[config.mk]
export PLATFORM = sky130hd
export DESIGN_NAME = disp_vramrd
export DESIGN_NICKNAME = d
export VERILOG_FILES = /design/src/rtl/disp_vramrd.sv
export SDC_FILE = /design/constraint.sdc
export NUM_CORES = 1
export LEC_CHECK = 0
export CORE_ASPECT_RATIO = 1.75
export CORE_MARGIN = 10
export CORE_UTILIZATION = 49
export DETAILED_ROUTE_END_ITERATION = 12
export GPL_TIMING_DRIVEN = 0
export PLACE_DENSITY = 0.87
export SLEW_MARGIN = 20
export SYNTH_ARGS = -nofsm -noshare
export SYNTH_HDL_FRONTEND = slang
export SYNTH_SLANG_ARGS = --single-unit
export TNS_END_PERCENT = 50
[constraint.sdc]
create_clock -name ACLK -period 6.4 [get_ports ACLK]
set_clock_uncertainty 0.15 [all_clocks]
set_input_delay 0.96 -clock ACLK [delete_from_list [all_inputs] [get_ports ACLK]]
set_output_delay 0.96 -clock ACLK [all_outputs]
set_load 0.1 [all_outputs]
[src/rtl/disp_vramrd.sv]
// Display VRAM reader: fetches one frame from memory in 16-beat AXI read bursts
// on each vertical-sync falling edge and streams the pixel words into the display FIFO.
module disp_vramrd #(
    parameter int unsigned FRAME_BURSTS = 19200
) (
    input  logic        ACLK,
    input  logic        ARST,
    input  logic        DSP_VSYNC_X,
    input  logic        DISPON,
    input  logic [28:0] DISPADDR,
    output logic [31:0] ARADDR,
    output logic [7:0]  ARLEN,
    output logic        ARVALID,
    input  logic        ARREADY,
    input  logic [31:0] RDATA,
    input  logic        RVALID,
    input  logic        RLAST,
    output logic        RREADY,
    output logic [31:0] BUF_WDATA,
    output logic        BUF_WR,
    input  logic        BUF_AFULL
);

    localparam int unsigned CNT_W   = 15;
    localparam int unsigned BASE_W  = 29;
    localparam int unsigned ADDR_W  = 32;
    localparam int unsigned BEAT_LG = 6;

    typedef enum logic [1:0] {
        S_IDLE,
        S_WAITBUF,
        S_ADDR,
        S_DATA
    } state_t;

    state_t              state_q, state_d;
    logic                vsync_q, vsync_d;
    logic [BASE_W-1:0]   base_q, base_d;
    logic [CNT_W-1:0]    count_q, count_d;
    logic [ADDR_W-1:0]   araddr_q, araddr_d;

    logic frame_start;
    logic frame_load;
    logic burst_done;
    logic last_burst;

    assign frame_start = vsync_q & ~DSP_VSYNC_X;
    assign frame_load  = (state_q == S_IDLE) & frame_start & DISPON;
    assign burst_done  = (state_q == S_DATA) & RVALID & RLAST;
    assign last_burst  = (count_q == CNT_W'(FRAME_BURSTS - 1));

    // State and datapath registers
    always_ff @(posedge ACLK) begin
        if (ARST) begin
            state_q  <= S_IDLE;
            vsync_q  <= 1'b1;
            base_q   <= '0;
            count_q  <= '0;
            araddr_q <= '0;
        end else begin
            state_q  <= state_d;
            vsync_q  <= vsync_d;
            base_q   <= base_d;
            count_q  <= count_d;
            araddr_q <= araddr_d;
        end
    end

    // Next-state logic
    always_comb begin
        state_d = state_q;
        case (state_q)
            S_IDLE:    if (frame_load) state_d = S_WAITBUF;
            S_WAITBUF: if (!BUF_AFULL) state_d = S_ADDR;
            S_ADDR:    if (ARREADY)    state_d = S_DATA;
            S_DATA: begin
                if (burst_done) begin
                    state_d = (last_burst || !DISPON) ? S_IDLE : S_WAITBUF;
                end
            end
            default:   state_d = S_IDLE;
        endcase
    end

    // Burst address only moves at frame load or burst completion, so it is stable in S_ADDR
    always_comb begin
        vsync_d  = DSP_VSYNC_X;
        base_d   = base_q;
        count_d  = count_q;
        if (frame_load) begin
            base_d  = DISPADDR;
            count_d = '0;
        end else if (burst_done) begin
            count_d = count_q + CNT_W'(1);
        end
        araddr_d = {3'b000, base_d} + {(ADDR_W - CNT_W - BEAT_LG)'(0), count_d, BEAT_LG'(0)};
    end

    // Output decode
    always_comb begin
        ARVALID = 1'b0;
        RREADY  = 1'b0;
        case (state_q)
            S_ADDR:  ARVALID = 1'b1;
            S_DATA:  RREADY  = 1'b1;
            default: ;
        endcase
    end

    assign ARADDR    = araddr_q;
    assign ARLEN     = 8'd15;
    assign BUF_WR    = RVALID & RREADY;
    assign BUF_WDATA = RDATA;

endmodule

==> flow_metrics.tcl <==
set metrics [dict create \
    maxSlewViolCount 0 \
    die_h_um 139 \
    num_io_pins 144 \
    numCtsBuffers 9 \
    netlist-cell-type-count 51 \
    grt_util_all_layers_pct 19.1 \
    port_buffers 100 \
    maxCapViolations 0 \
    setup_viol 0 \
    final_nets 697 \
    clock.fmax_mhz 210 \
    cp_data_arrival_time_ns 4.85 \
    run_status "finished, final reports clean" \
    holdWs_ns 0.312 \
    clk_pin_slew_worst_paths_ns 0.06 \
    grt-busiest-layer "met2" \
    drcViolationCount 0 \
    clock-root-buffer "clkbuf_16" \
    yosysSeqAreaShare_pct 35.7 \
    postCtsResizedCells 0 \
    coreArea_um2 7910 \
    worstSkewPairLatency_ns 0.34 \
    gr-usage-met2_pct 34.4 \
    antennaDiodeCount 0 \
    synthMuxAreaShare_pct 4.40 \
    cp.required_ns 6.48 \
    yosys.area_share.simple_pct 22.9 \
    synth-main-ff-cell "dfxtp_1" \
    finalHoldViolations 0 \
    place_hpwl_um 9310 \
    synth_compound_gate_area_share_pct 11.8 \
    power.leakage_nw 2.41 \
    ys.warnings.count 0 \
    critical_path_peak_fanout 10 \
    dieArea_um2 12300 \
    drt_pass1_iterations 6 \
    post_route_cells_drive_above_1_share_pct 12.8 \
    cts_hold_repair.buffers 0 \
    routed_wl_um 11800 \
    tritoncts_num_sinks 71 \
    syn_area_um2 3990 \
    synth_top_family_by_area "simple AND/OR/NAND/NOR gates" \
    worst_ir_drop_vdd_v 0.000173 \
    slew_headroom_pct 31.7 \
    cts_htree_levels 3 \
    die-width_um 88.2 \
    row_count 43 \
    synth-async-reset-ratio_pct 0 \
    post_cts_buffers 0 \
    detail_route.iter0.violations 204 \
    first_global_vias 3986 \
    syn_to_final_growth_pct 37.6 \
    yosys.area_share.adder_pct 7.10 \
    crit_path_end_kind "register" \
    most_used_cells_in_the_layout_excluding_fill_and_tap_cells "100 x clkdlybuf4s50_1, 71 x dfxtp_1, 70 x nand2_1, 55 x nor2_1, 48 x buf_4" \
    gpl.final_weighted_congestion 0.913 \
    synth_edf_count 0 \
    number_of_standard_cells_after_synthesis 487 \
    rsz0062_at_grt "false" \
    first_pass_grt_wire_length_um 18600 \
    grt_util_met1_pct 16.8 \
    finalCritPeriodShare_pct 74.5 \
    synth_largest_type_area_fraction_pct 35.7 \
    register_bit_count_reported_by_yosys 71 \
    power_density_nw_per_um2 298 \
    critical_path.startpoint_type "input port" \
    cts_tree "built" \
    grt_overflow_total 0 \
    grt_util_met3_pct 7.95 \
    number_of_antenna_violations_at_the_first_check_in_global_routing 0 \
    start_util_pct 50.4 \
    synth_area_per_cell_um2 8.18 \
    layout.cells.most_common "clkdlybuf4s50_1" \
    clockBufferDepth 2 \
    worst-slew-pin-transition_ns 1.02 \
    grt_max_degree 13 \
    viasPerCell 5.33 \
    xor_xnor_portion_of_the_synthesized_cell_area_pct 6.15 \
    tns_ns 0 \
    worst_hold_path_type "register to register" \
    fin_crit_ns 4.77 \
    post-synth-top-area-cell "dfxtp_1" \
    synth.area.top_cells "dfxtp_1 36%, buf_4 9.0%, ha_1 6.6%, nand2_1 6.6%, nor2_1 5.2%" \
    dr_total_vias 3738 \
    critical_path_class "input port to register" \
    fill_cells 661 \
    drt-wirelength-per-cell_um 16.8 \
    ant_nets 0 \
]
report_power, final:
group / internal, mW / switching [mW]
Sequential: 0.478 / 0.0173
Clock: 0.402 / 0.189
Combinational: 0.155 / 0.393
logic make-up (layout without fill, tap and decap cells):
family                   Yosys count  after routing
adder cells (fa/ha/maj)           22             22
multiplexers                      17             17
flip-flops                        71             71
buffers and inverters             76            192
AND/OR/NAND/NOR                  197            197
other                              2             10
XOR/XNOR                          28             28
AO/OA/AOI/OAI                     74             74
final timing paths:
path / cells after the start / start / slack, ns / endpoint
worst max-delay path: 13 / DISPON / 1.63 / ARADDR[25]$_SDFF_PP0_
worst min-delay path: 2 / base_q[5]$_SDFFE_PP0N_ / 0.31 / base_q[5]$_SDFFE_PP0N_
worst max register to register: 14 / state_q[0]$_SDFFE_PP0P_ / 2.09 / ARADDR[25]$_SDFF_PP0_
worst min register to register: 2 / base_q[5]$_SDFFE_PP0N_ / 0.31 / base_q[5]$_SDFFE_PP0N_
layer usage:
layer  vias up  wire (µm)
met5         -          0
met4         0        433
met3        32       1250
met2       169       6150
met1      1702       3930
li1       1835          -
registers in the layout, indices dropped and copies added (netlist names):
register / count
ARADDR: 24
base_q: 29
count_q: 15
state_q: 2
vsync_q: 1
critical path: stages:
cell and delay [ns]:
clkdlybuf4s50_1 0.52, and4b_1 0.20, buf_2 0.26, buf_1 0.39, buf_1 0.38, nor2_1 0.17, ha_1 0.43, a21oi_1 0.12
o21ai_0 0.27, o221ai_1 0.31, a31oi_4 0.26, a21boi_2 0.24, mux2_1 0.33
synth_stat cells, types with 2 or more instances:
| cell type | count |
|---|---|
| conb_1 | 2 |
| nor2b_1 | 7 |
| a211oi_1 | 2 |
| nor3_1 | 16 |
| buf_4 | 48 |
| inv_1 | 9 |
| buf_1 | 5 |
| a21oi_1 | 35 |
| nand4_1 | 10 |
| o21ai_0 | 9 |
| and3_1 | 7 |
| nor2_1 | 55 |
| xor2_1 | 20 |
| clkbuf_1 | 11 |
| and2_1 | 3 |
| o31ai_1 | 3 |
| nand2_1 | 70 |
| or2_2 | 3 |
| xnor2_1 | 8 |
| nand2b_1 | 3 |
| o21bai_1 | 2 |
| dfxtp_1 | 71 |
| mux2i_1 | 13 |
| nand3_1 | 13 |
| nand3b_1 | 2 |
| mux2_2 | 3 |
| ha_1 | 21 |
| a21o_1 | 5 |
| a31oi_1 | 5 |
| buf_2 | 3 |
| o21a_1 | 3 |
final cells by class:
type / instances / area, µm² / share of cell area [%]
Multi-Input combinational cell: 348 / 2120 / 38.7
Sequential cell: 71 / 1420 / 25.9
Timing Repair Buffer: 100 / 1000 / 18.2
Buffer: 67 / 435 / 7.94
Clock buffer: 11 / 253 / 4.61
Tap cell: 90 / 113 / 2.05
Clock inverter: 5 / 104 / 1.89
Inverter: 9 / 33.8 / 0.616
per-stage QoR:
step                      instances  setup WS [ns]  util, %  total power [mW]  area [µm²]
after global placement          685           1.41     64.8              1.04        5130
final                           701           1.63     69.4              1.63        5490
after CTS                       701           1.62     69.4              1.64        5490
after floorplan                 495           1.97        -             0.920        4020
after global routing            701           1.39     69.4              1.69        5490
after detailed placement        685           1.32     64.8              1.05        5130
(Power assumes the default switching activity.)
